[src/rtl/load_response_aligner_if.sv]
// ----------------------------------------------------------------------------
// load_response_aligner_if
// Bundles the signals between the load-response aligner and its neighbours:
// the load-attribute FIFO head, the memory read-response stream and the
// writeback output.
//
//   attr_valid      head of the attribute FIFO is valid
//   attr_fn3        load type of the head entry (LB/LH/LW/LBU/LHU)
//   attr_byte_addr  low two address bits of the head entry
//   attr_id         writeback ID of the head entry
//   attr_pop        one-cycle pulse that consumes the head entry
//   rd_valid        memory read response present (cannot be stalled)
//   rd_data         raw aligned word from memory
//   resp_full       response buffer is full
//   wb_valid        writeback result valid
//   wb_ack          writeback consumer accepts the result
//   wb_data         extracted and extended load result
//   wb_id           writeback ID of the result
//
// The master modport is the environment side; the slave modport is the
// aligner.
// ----------------------------------------------------------------------------
interface load_response_aligner_if #(
    parameter int ID_WIDTH = 3
);
    logic                attr_valid;
    logic [2:0]          attr_fn3;
    logic [1:0]          attr_byte_addr;
    logic [ID_WIDTH-1:0] attr_id;
    logic                attr_pop;
    logic                rd_valid;
    logic [31:0]         rd_data;
    logic                resp_full;
    logic                wb_valid;
    logic                wb_ack;
    logic [31:0]         wb_data;
    logic [ID_WIDTH-1:0] wb_id;

    modport master (
        output attr_valid, attr_fn3, attr_byte_addr, attr_id,
        output rd_valid, rd_data, wb_ack,
        input  attr_pop, resp_full, wb_valid, wb_data, wb_id
    );

    modport slave (
        input  attr_valid, attr_fn3, attr_byte_addr, attr_id,
        input  rd_valid, rd_data, wb_ack,
        output attr_pop, resp_full, wb_valid, wb_data, wb_id
    );
endinterface

[src/rtl/load_response_aligner.sv]
// ----------------------------------------------------------------------------
// load_response_aligner
// Pairs memory read responses with the load attributes that requested them
// and produces sign/zero-extended writeback results.
//
// Responses are pushed into a small in-order buffer (no bypass). When the
// buffer holds a word, the attribute FIFO head is valid and the output
// register is free (empty or being acknowledged), the head word and head
// attribute are consumed together and the extracted result is registered.
//
// Ports:
//   clk  - single clock, rising edge
//   rst  - asynchronous, active-low reset
//   bus  - load_response_aligner_if.slave (attribute head, read response,
//          writeback handshake)
//
// Parameters:
//   ID_WIDTH   - writeback ID width
//   RESP_DEPTH - response buffer entries, 2 or 4
// ----------------------------------------------------------------------------
module load_response_aligner #(
    parameter int ID_WIDTH   = 3,
    parameter int RESP_DEPTH = 2
) (
    input  logic                    clk,
    input  logic                    rst,
    load_response_aligner_if.slave  bus
);

    localparam int PTR_W = $clog2(RESP_DEPTH);
    localparam int CNT_W = PTR_W + 1;
    localparam logic [CNT_W-1:0] FULL_COUNT = CNT_W'(RESP_DEPTH);

    typedef enum logic [2:0] {
        FN3_LB  = 3'b000,
        FN3_LH  = 3'b001,
        FN3_LW  = 3'b010,
        FN3_LBU = 3'b100,
        FN3_LHU = 3'b101
    } load_fn3_e;

    generate
        if ((RESP_DEPTH != 2) && (RESP_DEPTH != 4)) begin : g_bad_depth
            $error("load_response_aligner: RESP_DEPTH must be 2 or 4");
        end
    endgenerate

    // ------------------------------------------------------------------
    // Response buffer state
    // ------------------------------------------------------------------
    logic [31:0]         r_buf [RESP_DEPTH];
    logic [PTR_W-1:0]    r_wr_ptr;
    logic [PTR_W-1:0]    r_rd_ptr;
    logic [CNT_W-1:0]    r_count;

    // Writeback output register
    logic                r_wb_valid;
    logic [31:0]         r_wb_data;
    logic [ID_WIDTH-1:0] r_wb_id;

    logic                w_empty;
    logic                w_full;
    logic                w_out_free;
    logic                w_fire;
    logic                w_push;
    logic [31:0]         w_head;
    logic [7:0]          w_byte;
    logic [15:0]         w_half;
    logic [31:0]         w_load_result;

    assign w_empty    = (r_count == '0);
    assign w_full     = (r_count == FULL_COUNT);
    assign w_out_free = ~r_wb_valid | bus.wb_ack;
    assign w_fire     = ~w_empty & bus.attr_valid & w_out_free;

    // A push into a full buffer is only accepted when the head leaves in
    // the same cycle; otherwise it is dropped so stored words stay intact.
    assign w_push     = bus.rd_valid & (~w_full | w_fire);

    assign w_head     = r_buf[r_rd_ptr];

    // ------------------------------------------------------------------
    // Extraction: byte lane picked by the full byte address, half lane by
    // bit 1 only (misaligned halfwords are not corrected).
    // ------------------------------------------------------------------
    assign w_byte = w_head[{bus.attr_byte_addr, 3'b000} +: 8];
    assign w_half = w_head[{bus.attr_byte_addr[1], 4'b0000} +: 16];

    // NOTE: the default assignment before the case keeps this purely
    // combinational; a missing path here would infer a latch.
    always_comb begin
        w_load_result = w_head;
        case (bus.attr_fn3)
            FN3_LB:  w_load_result = {{24{w_byte[7]}}, w_byte};
            FN3_LBU: w_load_result = {24'h000000, w_byte};
            FN3_LH:  w_load_result = {{16{w_half[15]}}, w_half};
            FN3_LHU: w_load_result = {16'h0000, w_half};
            FN3_LW:  w_load_result = w_head;
            default: w_load_result = w_head;
        endcase
    end

    // ------------------------------------------------------------------
    // Buffer storage
    // NOTE: the data array carries no reset; emptiness is tracked by the
    // count, so stale words are never observed and the array can map to
    // plain flops or RAM without a reset network.
    // ------------------------------------------------------------------
    always_ff @(posedge clk) begin
        if (w_push) begin
            r_buf[r_wr_ptr] <= bus.rd_data;
        end
    end

    // Pointers wrap naturally because RESP_DEPTH is a power of two.
    always_ff @(posedge clk or negedge rst) begin
        if (!rst) begin
            r_wr_ptr <= '0;
            r_rd_ptr <= '0;
            r_count  <= '0;
        end else begin
            if (w_push) begin
                r_wr_ptr <= r_wr_ptr + PTR_W'(1);
            end
            if (w_fire) begin
                r_rd_ptr <= r_rd_ptr + PTR_W'(1);
            end
            case ({w_push, w_fire})
                2'b10:   r_count <= r_count + CNT_W'(1);
                2'b01:   r_count <= r_count - CNT_W'(1);
                default: r_count <= r_count;
            endcase
        end
    end

    // ------------------------------------------------------------------
    // Writeback register: loads on fire, clears on acknowledge, holds
    // otherwise so data/ID stay stable while the consumer stalls.
    // ------------------------------------------------------------------
    always_ff @(posedge clk or negedge rst) begin
        if (!rst) begin
            r_wb_valid <= 1'b0;
            r_wb_data  <= '0;
            r_wb_id    <= '0;
        end else if (w_fire) begin
            r_wb_valid <= 1'b1;
            r_wb_data  <= w_load_result;
            r_wb_id    <= bus.attr_id;
        end else if (bus.wb_ack) begin
            r_wb_valid <= 1'b0;
        end
    end

    assign bus.attr_pop  = w_fire;
    assign bus.resp_full = w_full;
    assign bus.wb_valid  = r_wb_valid;
    assign bus.wb_data   = r_wb_data;
    assign bus.wb_id     = r_wb_id;

    // ------------------------------------------------------------------
    // Protocol checks
    // ------------------------------------------------------------------
    a_no_overflow: assert property (
        @(posedge clk) disable iff (!rst)
        !(bus.rd_valid && w_full && !w_fire)
    );

    a_no_attr_underflow: assert property (
        @(posedge clk) disable iff (!rst)
        bus.attr_pop |-> bus.attr_valid
    );

endmodule

[src/flat_wrapper.sv]
// flat-port wrapper written by rule: the top's interface ports become plain ports
module load_response_aligner_flat 
#(
    parameter int ID_WIDTH   = 3,
    parameter int RESP_DEPTH = 2
)
  (clk, rst, bus_attr_valid, bus_attr_fn3, bus_attr_byte_addr, bus_attr_id, bus_rd_valid, bus_rd_data, bus_wb_ack, bus_attr_pop, bus_resp_full, bus_wb_valid, bus_wb_data, bus_wb_id);
  load_response_aligner_if #(.ID_WIDTH(ID_WIDTH)) bus_i ();
  input  logic clk;
  input  logic rst;
  input wire logic [$bits(bus_i.attr_valid)-1:0] bus_attr_valid;
  input wire logic [$bits(bus_i.attr_fn3)-1:0] bus_attr_fn3;
  input wire logic [$bits(bus_i.attr_byte_addr)-1:0] bus_attr_byte_addr;
  input wire logic [$bits(bus_i.attr_id)-1:0] bus_attr_id;
  input wire logic [$bits(bus_i.rd_valid)-1:0] bus_rd_valid;
  input wire logic [$bits(bus_i.rd_data)-1:0] bus_rd_data;
  input wire logic [$bits(bus_i.wb_ack)-1:0] bus_wb_ack;
  output wire logic [$bits(bus_i.attr_pop)-1:0] bus_attr_pop;
  output wire logic [$bits(bus_i.resp_full)-1:0] bus_resp_full;
  output wire logic [$bits(bus_i.wb_valid)-1:0] bus_wb_valid;
  output wire logic [$bits(bus_i.wb_data)-1:0] bus_wb_data;
  output wire logic [$bits(bus_i.wb_id)-1:0] bus_wb_id;
  assign bus_i.attr_valid = bus_attr_valid;
  assign bus_i.attr_fn3 = bus_attr_fn3;
  assign bus_i.attr_byte_addr = bus_attr_byte_addr;
  assign bus_i.attr_id = bus_attr_id;
  assign bus_i.rd_valid = bus_rd_valid;
  assign bus_i.rd_data = bus_rd_data;
  assign bus_i.wb_ack = bus_wb_ack;
  assign bus_attr_pop = bus_i.attr_pop;
  assign bus_resp_full = bus_i.resp_full;
  assign bus_wb_valid = bus_i.wb_valid;
  assign bus_wb_data = bus_i.wb_data;
  assign bus_wb_id = bus_i.wb_id;
  load_response_aligner #(.ID_WIDTH(ID_WIDTH), .RESP_DEPTH(RESP_DEPTH)) u_core (.clk(clk), .rst(rst), .bus(bus_i));
endmodule
[config.mk]
export PLATFORM = sky130hd
export DESIGN_NAME = load_response_aligner_flat
export DESIGN_NICKNAME = d
export VERILOG_FILES = /design/src/rtl/load_response_aligner_if.sv /design/src/rtl/load_response_aligner.sv /design/src/flat_wrapper.sv
export SDC_FILE = /design/constraint.sdc
export NUM_CORES = 1
export LEC_CHECK = 0
export ABC_CLOCK_PERIOD_IN_PS = 2670
export CAP_MARGIN = 10
export CORE_UTILIZATION = 43
export CTS_BUF_LIST = sky130_fd_sc_hd__clkbuf_4
export DETAILED_ROUTE_END_ITERATION = 6
export PLACE_DENSITY = 0.67
export SYNTH_ARGS = -nofsm -noshare
export SYNTH_HDL_FRONTEND = slang
export SYNTH_SLANG_ARGS = --single-unit
export TNS_END_PERCENT = 100
[constraint.sdc]
create_clock -name clk -period 2.67 [get_ports clk]
set_input_delay 0.534 -clock clk [delete_from_list [all_inputs] [get_ports clk]]
set_output_delay 0.534 -clock clk [all_outputs]
set_load 0.02 [all_outputs]
# --- Word-level counts from Yosys, hierarchy flattened ---
# Memories as Yosys holds them, arrays and structs flattened.
# Index checks and enable logic that the tools add are counted.
totals:
  register_bits: 40
  ramBits: 64
  inputBits: 45
  output_inout_bits: 38
  elab_cells: 37
  mem_count: 1
op_classes:
  add_sub_neg: 4
  n_eq_ne: 6
  n_shift: 2
  mux: 6
  bitwise: 8
  n_reduce_logical: 4
mem_list:
  columns: ["name", "depth", "width", "read_ports", "rd_clocked_by_memory_dff", "wr", "line", "source"]
  rows:
  - ["u_core.r_buf", 2, 32, 1, 0, 1, "load_response_aligner.sv:51", "logic [31:0] r_buf [RESP_DEPTH];"]
op_table:
  columns: ["cell", "count"]
  rows:
  - ["32-bit one-hot mux with 4 select lines", 1]
  - ["32-bit by 6-bit variable part select with 16-bit output", 1]
  - ["32-bit by 6-bit variable part select with 8-bit output", 1]
  - ["3-bit equality test, second input constant", 2]
  - ["2-bit equality test, second input constant", 2]
  - ["1-bit two-way mux", 4]
  - ["2-bit one-hot mux with 2 select lines", 1]
  - ["2-bit nonzero test", 2]
  - ["1-bit AND", 3]
  - ["3-bit by 1-bit equality test with 1-bit output, second input constant", 1]
  - ["3-bit logical NOT", 1]
  - ["1-bit inverter", 3]
  - ["1-bit adder, second input constant", 2]
  - ["2-bit by 1-bit adder with 2-bit output, second input constant", 1]
  - ["2-bit by 1-bit equality test with 1-bit output, second input constant", 1]
  - ["2-bit logical NOT", 1]
  - ["1-bit OR", 2]
  - ["2-bit by 1-bit subtractor with 2-bit output, second input constant", 1]

# --- Depth between registers and ports, before layout ---
depth:
  ltp_word: 8
  ltp_mapped: 7
  ltp_nobuf: 5

# --- Least setup slack after synthesis ---
# No wires, ideal clock.
synth_path:
  path_kind: "input to register"
  from: "input port bus_wb_ack"
  to: "memory u_core.r_buf[0][0] (enable)"
  setup_time_ps: 421
  t_arrival_ps: 2527
  required_ps: 2249
  slack_ps: -278
  stages: 5
  n_path_buf: 0
  path_cell_list: "nand2b_1 nand2_1 inv_1 o21ai_0 nor2_1"
synth_via:
  elab_chain_len: 6
synth_rtl:
  columns: ["element", "line", "source"]
  rows:
  - ["from (decl)", "flat_wrapper.sv:17", "input wire logic [$bits(bus_i.wb_ack)-1:0] bus_wb_ack;"]
  - ["1-bit OR", "load_response_aligner.sv:73", "assign w_out_free = ~r_wb_valid | bus.wb_ack;"]
  - ["1-bit AND", "load_response_aligner.sv:74", "assign w_fire = ~w_empty & bus.attr_valid & w_out_free;"]
  - ["1-bit OR", "load_response_aligner.sv:78", "assign w_push = bus.rd_valid & (~w_full | w_fire);"]
  - ["1-bit AND", "load_response_aligner.sv:78", null]
  - ["1-bit two-way mux", "load_response_aligner.sv:110", "if (w_push) begin"]
  - ["1-bit two-way mux (implied by the code)", "load_response_aligner.sv:111", "r_buf[r_wr_ptr] <= bus.rd_data;"]
  - ["to (decl)", "load_response_aligner.sv:51", null]
# No other way between the ends.

# --- Worst setup path in the final report ---
layout_path:
  from: "input port bus_wb_ack"
  to: "output port bus_attr_pop"
layout_via:
  elab_chain_len: 2
layout_rtl:
  columns: ["element", "line", "source"]
  rows:
  - ["1-bit OR", "load_response_aligner.sv:73", null]
  - ["1-bit AND", "load_response_aligner.sv:74", null]
  - ["to (decl)", "flat_wrapper.sv:18", "output wire logic [$bits(bus_i.attr_pop)-1:0] bus_attr_pop;"]
# No other way between the ends.

==> flow_summary.toml <==
[run]
drv_cap = 0

[clocking]
cts_setup_buffers = 0
cts_resized = 0
clock-root-buffer = "clkbuf_4"
htree_levels = 3
clock_insertion_delay_worst_skew_ns = 0.43
cts_buffers = 9
clk_pin_slew_ns = 0.15
cts_tree = "built"
cts_sinks = 104
cts.path.max_buffers = 2
cts_hold_buf = 0

[grt]
grt_pass1_vias = 2925
grt_max_degree = 36
antenna_found_initial = 0
grt-ovfl-total = 0
grtUsageTotal_pct = 18.6
grt_pass1_wl_mm = 15.4

[drt]
vias = 2939
drc = 0
ant_nets = 0
wl_mm = 9.56
wl_per_cell_um = 17.4
via_per_inst = 5.35
drtIter0Drc = 177
drtPass1Iterations = 4

[setup_path]
critPathRequiredTime_ns = 2.14
r2r_end = "u_core.r_buf[1][3]$_DFFE_PP_"
cp_max_fo = 4
crit_family = "buffers and inverters"
r2r_cells = 6
reg2reg_from = "u_core.r_count[0]$_DFFE_PN0P_"
worst_ep_arrival_time_ns = 2.03
cp_common_cell = "clkdlybuf4s50_1"
critPathSlowestCell = "clkdlybuf4s50_1"
critPathBufInv = 3
cp_cell_sequence = "clkdlybuf4s50_1 > nand2b_1 > nand2_1 > inv_1 > clkdlybuf4s50_1"
reg2reg_slack_ns = 0.73
end_kind = "output pin"
startpoint_type = "input port"
crit_type = "in -> out"
max_stage_delay_ns = 0.62

[synthesis]
synth-seq-area-share_pct = 65.8
synth.top_cells.by_count = "edfxtp_1, nand2_1, dfrtp_1, nor2_1, mux2_2"
ys_ff_latch = 104
synth_area_per_cell_um2 = 13.8
synthArstFlopShare_pct = 38.5
synthCells = 322
synthesis.area_mm2 = 0.00444
synth_area_leader_cell = "edfxtp_1"
synthFlopType = "edfxtp_1"
ys_top_cells_by_area = "edfxtp_1, dfrtp_1, mux2_2, mux4_2, nand2_1"
synth_fp_nets = 367
synth_cell_types = 38
yosys_warnings = 0
synth_top_area_share_pct = 43.3
synth_edf_count = 64
yosysMostFrequentCell = "edfxtp_1"

[final_layout]
syn2layout_area_growth_pct = 26.1
drive_above_1_share_pct = 16.8
diodes = 0
final_net_count = 456
postLayoutCoreUtil_pct = 56.6

[timing]
max_slew_margin_pct = 55.4
clock.fmax_mhz = 390
rsz0062_at_grt = "false"
worstMarginPinSlew_ns = 0.669
fin_crit_sh_pct = 95.9
final_max_slew_viol_count = 0
final-hold-violation-count = 0
setup_violations = 0
min_period_ns = 2.56
fin_skew_ns = 0.0161

[die]
core_mm2 = 0.00991
placementRows = 36
io_pins = 83
dieArea_mm2 = 0.0107
die_w_um = 104
start_util_pct = 44.8
fp.dieH_um = 104

[place]
gp_congestion = 0.812
port-buffer-count = 82
hpwl_mm = 6.64

[power_and_ir_drop]
leakagePower_nw = 2.08
total_power_mw = 5.95
ir_worst_vdd_mv = 0.452
p_per_area_mw_per_mm2 = 1060

[status]
outcome = "completed"

[min_path]
min_path_type = "in -> async"
-- cell type report --
type / instances / area [um2]
fill: 835 / 4310
timing repair buffer: 94 / 943
clock inverter: 6 / 58.8
sequential: 104 / 2920
tap: 133 / 166
multi-input combinational: 197 / 1420
inverter: 5 / 18.8
clock buffer: 10 / 75.1
-- metrics by stage --
| stage | area (um2) | hold WS, ns | setup WS, ns | cells | setup TNS, ns |
|---|---|---|---|---|---|
| 2_1_floorplan | 4440 | 0.238 | -0.278 | 322 | -17.77 |
| 5_1_grt | 5600 | 0.135 | 0.0584 | 549 | 0 |
| 6_report | 5600 | 0.112 | 0.109 | 549 | 0 |
| 3_5_place_dp | 5470 | 0.462 | 0.135 | 533 | 0 |
| 3_3_place_gp | 5470 | 0.457 | 0.201 | 533 | 0 |
| 4_1_cts | 5600 | 0.107 | 0.120 | 549 | 0 |
-- where the power goes --
part	switching [mW]	leakage (nW)	internal (mW)	total (mW)
clock	0.495	0.0812	0.296	0.792
sequential	0.307	1.06	2.28	2.59
combinational	1.34	0.942	1.23	2.57
-- sequential cells by signal (all words and copies together) (netlist names) --
| name | count |
|---|---|
| u_core.r_buf | 64 |
| u_core.bus.wb_data | 32 |
| u_core.bus.wb_id | 3 |
| u_core.r_count | 2 |
| u_core.bus.wb_valid | 1 |
| u_core.r_rd_ptr | 1 |
| u_core.r_wr_ptr | 1 |
-- layer usage --
metal	share of wire, %	GRT usage (%)
met1	48	26.8
met2	46	28.4
met3	5.1	4.03
met4	0.98	5.71
met5	0	0
-- cells by family after synthesis --
| group | count (synthesis) | share of synthesized area [%] |
|---|---|---|
| simple gates | 99 | 9.41 |
| buf+inv | 21 | 2.42 |
| flops | 104 | 65.8 |
| mux | 37 | 11.6 |
| xor+xnor | 4 | 0.789 |
| compound gates | 57 | 10.0 |
-- how the worst max path moves through the flow --
| stage | slack (ns) | endpoint | depth (start not counted) | from |
|---|---|---|---|---|
| floorplan | -0.28 | u_core.r_buf[0][0]$_DFFE_PP_ | 5 | bus_wb_ack |
| detailed placement | 0.14 | bus_attr_pop | 5 | bus_wb_ack |
| global placement | 0.20 | bus_attr_pop | 5 | bus_wb_ack |
| global route | 0.06 | bus_attr_pop | 5 | bus_wb_ack |
| finish | 0.11 | bus_attr_pop | 5 | bus_wb_ack |
| CTS | 0.12 | bus_attr_pop | 5 | bus_wb_ack |
-- placed cells by master, fill, tap and decap left out, types with 2 or more instances in the layout --
master           Yosys  routed
a21oi_1             19      19
nand4_1              2       2
o31ai_1              5       5
clkbuf_4             0      10
a211oi_1             7       7
nor2b_1              8       8
clkdlybuf4s50_1      0      81
mux4_2               8       8
clkinv_2             0       2
o211ai_1             2       2
a221oi_2             7       7
nand2b_1             5       5
o32ai_1              4       4
buf_4                4       9
xor2_1               2       2
o21ai_0              6       6
xnor2_1              2       2
inv_1                4       4
dfrtp_1             40      39
mux2i_1              6       6
nor2_1              36      34
buf_12               0       3
nand2_1             44      44
nor2_2               0       2
edfxtp_1            64      64
mux2_2              22      22
Power figures use the tool's default switching activity.
